## config.mk

```make
export PLATFORM = sky130hd
export DESIGN_NAME = regfile_spill
export DESIGN_NICKNAME = d
export VERILOG_FILES = /design/src/rtl/regfile_spill.sv
export SDC_FILE = /design/constraint.sdc
export NUM_CORES = 1
export LEC_CHECK = 0
export ABC_AREA = 0
export CAP_MARGIN = 20
export CORE_AREA = 4 4 62 64
export CTS_CLUSTER_DIAMETER = 150
export DETAILED_ROUTE_END_ITERATION = 10
export DIE_AREA = 0 0 66 68
export GPL_ROUTABILITY_DRIVEN = 0
export HOLD_SLACK_MARGIN = 0.08
export PLACE_DENSITY = 0.76
export SYNTH_ARGS = -nofsm -noshare
export SYNTH_HDL_FRONTEND = slang
export SYNTH_SLANG_ARGS = --single-unit
```

## constraint.sdc

```tcl
create_clock -name Clk -period 1.6 [get_ports Clk]
set_input_delay 0.24 -clock Clk [delete_from_list [all_inputs] [get_ports Clk]]
set_output_delay 0.24 -clock Clk [all_outputs]
set_load 0.02 [all_outputs]
```

## src/rtl/regfile_spill.sv

```systemverilog
// Register-file context save/restore engine: walks six RF slots and
// spills them to data memory or fills them back from it.
module regfile_spill #(
  parameter int W  = 8,
  parameter int A  = 2,
  parameter int MA = 8
) (
  input  logic          Clk,
  input  logic          ResetN,
  input  logic          Start,
  input  logic          Mode,
  input  logic [MA-1:0] BaseAddr,
  output logic          Busy,
  output logic          Done,
  output logic [A-1:0]  RfRaddr,
  output logic [A-1:0]  RfWaddr,
  output logic          RfUppOrLow,
  output logic          RfWriteEn,
  output logic [W-1:0]  RfDataIn,
  input  logic [W-1:0]  RfRdData,
  output logic [MA-1:0] MemAddr,
  output logic          MemWrEn,
  output logic          MemRdEn,
  output logic [W-1:0]  MemWrData,
  input  logic          MemReady,
  input  logic [W-1:0]  MemRdData
);

  typedef enum logic [2:0] {
    S_IDLE,
    S_SAVE,
    S_RD_REQ,
    S_RD_WR,
    S_DONE
  } state_e;

  state_e        state_q, state_d;
  logic [2:0]    slot_q, slot_d;
  logic          mode_q, mode_d;
  logic [MA-1:0] base_q, base_d;

  logic [A-1:0]  slot_addr;
  logic          slot_half;
  logic [MA-1:0] slot_maddr;
  logic          last_slot;

  always_comb begin
    slot_addr = '0;
    slot_half = 1'b0;
    unique case (slot_q)
      3'd0: begin slot_addr = A'(0); slot_half = 1'b0; end
      3'd1: begin slot_addr = A'(0); slot_half = 1'b1; end
      3'd2: begin slot_addr = A'(1); slot_half = 1'b0; end
      3'd3: begin slot_addr = A'(2); slot_half = 1'b0; end
      3'd4: begin slot_addr = A'(3); slot_half = 1'b0; end
      3'd5: begin slot_addr = A'(3); slot_half = 1'b1; end
      default: ;
    endcase
  end

  assign slot_maddr = base_q + MA'(slot_q);
  assign last_slot  = (slot_q == 3'd5);

  always_comb begin
    state_d = state_q;
    slot_d  = slot_q;
    mode_d  = mode_q;
    base_d  = base_q;
    unique case (state_q)
      S_IDLE: begin
        if (Start) begin
          mode_d  = Mode;
          base_d  = BaseAddr;
          slot_d  = '0;
          state_d = Mode ? S_RD_REQ : S_SAVE;
        end
      end
      S_SAVE: begin
        if (MemReady) begin
          if (last_slot) begin
            slot_d  = '0;
            state_d = S_DONE;
          end else begin
            slot_d = slot_q + 3'd1;
          end
        end
      end
      S_RD_REQ: begin
        if (MemReady) state_d = S_RD_WR;
      end
      S_RD_WR: begin
        if (last_slot) begin
          slot_d  = '0;
          state_d = S_DONE;
        end else begin
          slot_d  = slot_q + 3'd1;
          state_d = S_RD_REQ;
        end
      end
      S_DONE:  state_d = S_IDLE;
      default: state_d = S_IDLE;
    endcase
  end

  always_ff @(posedge Clk) begin
    if (!ResetN) begin
      state_q <= S_IDLE;
      slot_q  <= '0;
      mode_q  <= 1'b0;
      base_q  <= '0;
    end else begin
      state_q <= state_d;
      slot_q  <= slot_d;
      mode_q  <= mode_d;
      base_q  <= base_d;
    end
  end

  // Outputs decode straight from registered state; idle buses read as zero.
  always_comb begin
    Busy       = 1'b0;
    Done       = 1'b0;
    RfRaddr    = '0;
    RfWaddr    = '0;
    RfUppOrLow = 1'b0;
    RfWriteEn  = 1'b0;
    RfDataIn   = '0;
    MemAddr    = '0;
    MemWrEn    = 1'b0;
    MemRdEn    = 1'b0;
    MemWrData  = '0;
    unique case (state_q)
      S_SAVE: begin
        Busy       = 1'b1;
        RfRaddr    = slot_addr;
        RfUppOrLow = slot_half;
        MemAddr    = slot_maddr;
        MemWrEn    = 1'b1;
        MemWrData  = RfRdData;
      end
      S_RD_REQ: begin
        Busy    = 1'b1;
        MemAddr = slot_maddr;
        MemRdEn = 1'b1;
      end
      S_RD_WR: begin
        Busy       = 1'b1;
        RfWaddr    = slot_addr;
        RfUppOrLow = slot_half;
        RfWriteEn  = 1'b1;
        RfDataIn   = MemRdData;
      end
      S_DONE:  Done = 1'b1;
      default: ;
    endcase
  end

endmodule
```

==> impl_metrics.tcl, run 1 <==
set metrics [dict create \
    path_cells "ha_4 -> fa_2 -> a21oi_4 -> or3_4 -> a21oi_4 -> buf_6" \
    dpl.hpwl_um 2880 \
    die-height_um 68 \
    firstDrtPassIters 4 \
    syn2layout_area_growth_pct 129 \
    grt_pass1_wl_um 7170 \
    worst_pin_slew_ns 0.387 \
    synth.avg_cell_area_sq_um 7.14 \
    reg2reg_depth 5 \
    vias 1552 \
    fin_ws_ns -0.405 \
    rrSetupSlack_ns -0.15 \
    fin_crit_ns 2.01 \
    placedCellCount 278 \
    diodes 0 \
    setup.worst_path.class "flip-flop to primary output" \
    cp_common_cell "a21oi_4" \
    grt_start_max_net_pins 22 \
    syn_inst 153 \
    final_max_slew_viol_count 0 \
    finalSetupViolCount 31 \
    ys_seq_area_share_pct 25.7 \
    layout_common_cells "buf_4 (36), buf_6 (35), clkdlybuf4s50_1 (28), nand2_1 (18), and3_4 (14)" \
    rsz0062_at_grt "yes" \
    crit_path_top_delay_cell "dfxtp_2" \
    core_area_sq_um 3280 \
    synth-seq-cells 14 \
    drtIter0Drc 68 \
    yosys-top-cells-area "dfxtp_1 (26%), and3_1 (9.7%), a21oi_1 (8.2%)" \
    cts_buffer_depth 2 \
    drcViolationCount 0 \
    finish.instance_area_sq_um 2500 \
    cts_root_buf "clkbuf_4" \
    min_path_type "primary input to flip-flop" \
    htreeDepth 1 \
    place_ws_ns -0.619 \
    die_x_um 66 \
    routed_wirelength_um 5210 \
    startpoint_type "flip-flop" \
    yosysTopAreaCell "dfxtp_1" \
    crit_fanout 4 \
    yosys_warnings 0 \
    final_common_cell "buf_4" \
    peakVddDrop_v 0.000583 \
    num-fill-cells 212 \
    cts_tree "done" \
    grt_pass1_vias 1495 \
    antenna_left 0 \
    wire_per_inst_um 17.5 \
    syn-cell-area_sq_um 1090 \
    pin_count 63 \
    ys_types 33 \
    cp.arrival_ns 1.77 \
    status "finished, violations left" \
    cts.sinks 14 \
    fmax_mhz 499 \
    maxSlewHeadroom_pct 74.1 \
    instances_no_fill 298 \
    min_path_cells 3 \
    clkLatencyLatePin_ns 0.28 \
    rows 21 \
    end_kind "primary output" \
    reg2reg_from "state_q[0]" \
    clkTransAtPathRegs_ns 0.08 \
    drive_above_1_share_pct 58.7 \
    synth_top_area_share_pct 25.7 \
    start_util_pct 33.3 \
    grt-ovfl-total 0 \
    post-route-util_pct 76.2 \
    die_area_sq_um 4490 \
    async_flop_share_pct 0 \
    io_buffers 62 \
    fin_skew_ns 0.00166 \
    path_delay_family "adder cells" \
    fin_nets 287 \
    crit_buf_inv 1 \
    numCtsBuffers 3 \
    critPathMaxStageDelay_ns 0.36 \
    r2r_end "slot_q[2]" \
    crit_start "slot_q[0]" \
    final-hold-violation-count 0 \
    viasPerCell 5.21 \
    p_per_area_nw_per_um2 505 \
    synth_edf_count 0 \
    hold_start "BaseAddr[1]" \
    grt_usage_pct 20.6 \
    drv_cap 0 \
    hold_end "base_q[1]" \
    fin_crit_sh_pct 125 \
    violations "negative setup slack" \
    power.leakage_nw 1.02 \
    fin_hold_ws_ns 0.491 \
    syn_nets 187 \
    placed_cell_area_sq_um 1980 \
    antenna_found_initial 0 \
    synth_ff_type "dfxtp_1" \
    required_ns 1.36 \
]
[registers in the layout, summed over array words and instances, names as in the netlist]
register  count
slot_q        3
state_q       3
base_q        8
[per-layer routing]
| metal | global-route usage (%) | share of wire [%] | vias to the layer above |
|---|---|---|---|
| met1 | 24.0 | 38 | 770 |
| met2 | 38.5 | 56 | 35 |
| met5 | 0 | 0 | - |
| li1 | - | - | 743 |
| met4 | 4.82 | 1.0 | 0 |
| met3 | 4.11 | 4.4 | 4 |
[Yosys cell counts (3+ instances only)]
cell type   n
dfxtp_1    14
or3b_2      3
and3_1     17
nand2b_1    6
nand3_1     4
nor3_1      3
nand2_1    20
a21oi_1    18
ha_1        4
or3_1       3
o21ai_0     5
inv_1       9
nor2_1     13
clkbuf_1    8
[worst register-to-register path, delay by kind of cell (launching register included)]
kind | cells | cell delay [ns]
AO/OA/AOI/OAI | 2 | 0.54
buffers and inverters | 2 | 0.25
flip-flops | 1 | 0.37
AND/OR/NAND/NOR | 1 | 0.53
[area by class of cell]
class	instances	area, sq um	area share (%)
clock buffer	4	36.3	1.45
tap	46	57.6	2.30
multi-input combinational	122	1090	43.7
inverter	9	33.8	1.35
sequential	14	304	12.1
timing repair buffer	103	978	39.1
[through the flow]
step / power [W] / setup TNS, ns
floorplan: 0.000604 / -0.128
global placement: 0.000828 / -9.92
detailed placement: 0.000835 / -10.65
CTS: 0.00116 / -3.07
global route: 0.00132 / -5.92
finish: 0.00127 / -4.27
[where the power goes]
group	switching, W	leakage (nW)	internal, W
Sequential	0.0000303	0.120	0.000367
Clock	0.000116	0.0210	0.000139
Combinational	0.000285	0.876	0.000329
[worst max-delay path by stage]
stage | depth (start not counted) | endpoint
floorplan | 5 | MemAddr[4]
CTS | 6 | MemAddr[6]
global route | 6 | MemAddr[6]
global placement | 6 | MemAddr[6]
finish | 6 | MemAddr[6]
detailed placement | 6 | MemAddr[6]
[timing repair]
item	in CTS	in global routing
gates resized for setup	217	71
gates cloned	2	0
pin swaps	14	28
buffers inserted	13	6
hold buffers	0	0
setup endpoints to repair	36	39
[logic make-up (layout without fill, tap and decap cells)]
kind of cell | count (synthesis) | in the layout | synth area share [%]
buffers and inverters | 17 | 116 | 5.84
flip-flops | 14 | 14 | 25.7
XOR/XNOR | 2 | 2 | 1.60
AO/OA/AOI/OAI | 32 | 32 | 17.6
adder cells (fa/ha/maj) | 5 | 5 | 6.41
AND/OR/NAND/NOR | 81 | 81 | 41.0
multiplexers | 2 | 2 | 1.83
Note: power is estimated with default switching activity, not from simulation.
==> run 2, diff against run 1 <==
- CTS_BUF_LIST: not set -> sky130_fd_sc_hd__clkbuf_8 sky130_fd_sc_hd__clkbuf_16
- RECOVER_POWER: not set -> 50
==> run 2 against run 1 <==
Against the previous run:
- the run still ends with negative setup slack left
- clock power grew 43%
- wire length increased by 5.4%
- sequential share of layout area decreased by 0.58 points
- design area is 2.9% higher
- first-iteration DRC count increased by 15%
- clock skew is essentially flat
- global-route usage fell by 1.2 points
- combinational power rose by 5.2%
- total power up 11%
- critical endpoint unchanged
==> impl_metrics.tcl, run 2 (synthesis gave the netlist of run 1 again) <==
set metrics [dict create \
    final_common_cell "buf_6" \
    placed_cell_area_sq_um 1980 \
    pwr-share-clk_pct 25.7 \
    io_buffers 62 \
    final-hold-violation-count 0 \
    antenna_found_initial 0 \
    routed_wirelength_um 5490 \
    wire_per_inst_um 18.4 \
    multi_input_area_sq_um 1110 \
    worstSetupPathDepth 6 \
    cts.sinks 14 \
    p_per_area_nw_per_um2 545 \
    largest_register_ffs 8 \
    critPathMaxStageDelay_ns 0.35 \
    syn2layout_area_growth_pct 136 \
    fin_skew_ns 0.00209 \
    top_regs "base_q (8), slot_q (3), state_q (3)" \
    finalSetupViolCount 47 \
    fin_crit_ns 1.96 \
    crit_buf_inv 1 \
    placedCellCount 278 \
    grt_pass1_vias 1445 \
    path_delay_family "adder cells" \
    fin_ws_ns -0.359 \
    required_ns 1.36 \
    p_switching_w 0.000470 \
    drive_above_1_share_pct 60.5 \
    swShare_pct 33.4 \
    die_x_um 66 \
    grt-ovfl-total 0 \
    start_util_pct 33.3 \
    cts_hold_buf 0 \
    firstDrtPassIters 5 \
    power.internal_w 0.000935 \
    seqPwrFrac_pct 28.3 \
    grt_pass1_wl_um 6800 \
    post-route-util_pct 78.4 \
    end_kind "primary output" \
    cts_tree "done" \
    startpoint_type "flip-flop" \
    regMostFlops "base_q" \
    fin_crit_sh_pct 122 \
    worst_pin_slew_ns 0.399 \
    crit_path_top_delay_cell "dfxtp_2" \
    core_area_sq_um 3280 \
    vias 1599 \
    violations "negative setup slack" \
    die-height_um 68 \
    power_frac_comb_pct 46.0 \
    maxSlewHeadroom_pct 73.3 \
    path_cells "ha_4 -> fa_2 -> a21oi_4 -> or3_4 -> a21oi_4 -> buf_6" \
    drcViolationCount 0 \
    clkLatencyLatePin_ns 0.26 \
    min_path_type "flip-flop to flip-flop" \
    finish.instance_area_sq_um 2580 \
    power.leakage_nw 1.04 \
    seqCellArea_sq_um 298 \
    cp_common_cell "a21oi_4" \
    cts_root_buf "clkbuf_8" \
    fmax_mhz 511 \
    drtIter0Drc 78 \
    die_area_sq_um 4490 \
    clkTransAtPathRegs_ns 0.06 \
    crit_fanout 4 \
    cp.arrival_ns 1.72 \
    fin_hold_ws_ns 0.501 \
    cts_buffer_depth 2 \
    reg2reg_depth 6 \
    num-fill-cells 189 \
    pin_count 63 \
    peakVddDrop_v 0.000685 \
    grt_start_max_net_pins 22 \
    fin_nets 288 \
    antenna_left 0 \
    viasPerCell 5.35 \
    htreeDepth 1 \
    grt_usage_pct 19.4 \
    rows 21 \
    setup.worst_path.class "flip-flop to primary output" \
    numCtsBuffers 3 \
    layout_common_cells "buf_6 (37), buf_4 (36), clkdlybuf4s50_1 (28), nand2_1 (17), and3_4 (16)" \
    dpl.hpwl_um 2880 \
    drv_cap 0 \
    diodes 0 \
    rsz0062_at_grt "yes" \
    final_max_slew_viol_count 0 \
    instances_no_fill 299 \
    min_path_cells 2 \
    status "finished, violations left" \
]
run 2: per-layer routing:
layer,track usage (%),up-vias,wire length [um]
met5,0,-,0
li1,-,740,-
met2,36.7,64,2940
met1,21.9,778,2080
met3,4.11,17,314
met4,5.33,0,153
run 2: worst paths after layout:
| kind | from | slack [ns] | endpoint |
|---|---|---|---|
| hold / removal | base_q[2] | 0.50 | base_q[2] |
| setup / recovery | slot_q[0] | -0.36 | MemAddr[6] |
| setup reg to reg | state_q[0] | -0.34 | slot_q[2] |
| hold reg to reg | base_q[2] | 0.50 | base_q[2] |
run 2: power by group through the flow:
| stage | sequential (W) | combinational (W) | clock (W) |
|---|---|---|---|
| floorplan | 0.000397 | 0.000207 | 0 |
| global placement | 0.000396 | 0.000432 | 0 |
| detailed placement | 0.000398 | 0.000437 | 0 |
| CTS | 0.000395 | 0.000491 | 0.000344 |
| global route | 0.000401 | 0.000678 | 0.000381 |
| finish | 0.000398 | 0.000646 | 0.000362 |
run 2: layout make-up:
| cell class | instances | area share (%) |
|---|---|---|
| inverter | 9 | 1.31 |
| clock buffer | 4 | 2.14 |
| multi-input combinational | 122 | 43.1 |
| tap | 46 | 2.23 |
| sequential | 14 | 11.6 |
| timing repair buffer | 104 | 39.7 |
run 2: worst reg2reg max path: stages, from the launching register on:
cell	delay (ns)
dfxtp_1	0.35
clkdlybuf4s15_1	0.22
buf_6	0.13
buf_6	0.11
or4b_4	0.52
a2111o_1	0.39
a21oi_1	0.14
run 2: repair_timing:
action / 4_1_cts / 5_1_grt
pin swaps: 10 / 33
gates cloned: 1 / 2
setup buffers: 8 / 8
endpoints found under the setup margin: 36 / 39
gates resized for setup: 183 / 113
run 2: per-stage QoR:
stage / setup slack, ns / total power, W / setup TNS [ns]
finish: -0.359 / 0.00140 / -11.37
global route: -0.425 / 0.00146 / -13.55
CTS: -0.332 / 0.00123 / -2.04
detailed placement: -0.619 / 0.000835 / -10.65
global placement: -0.562 / 0.000828 / -9.92
floorplan: -0.0379 / 0.000604 / -0.128
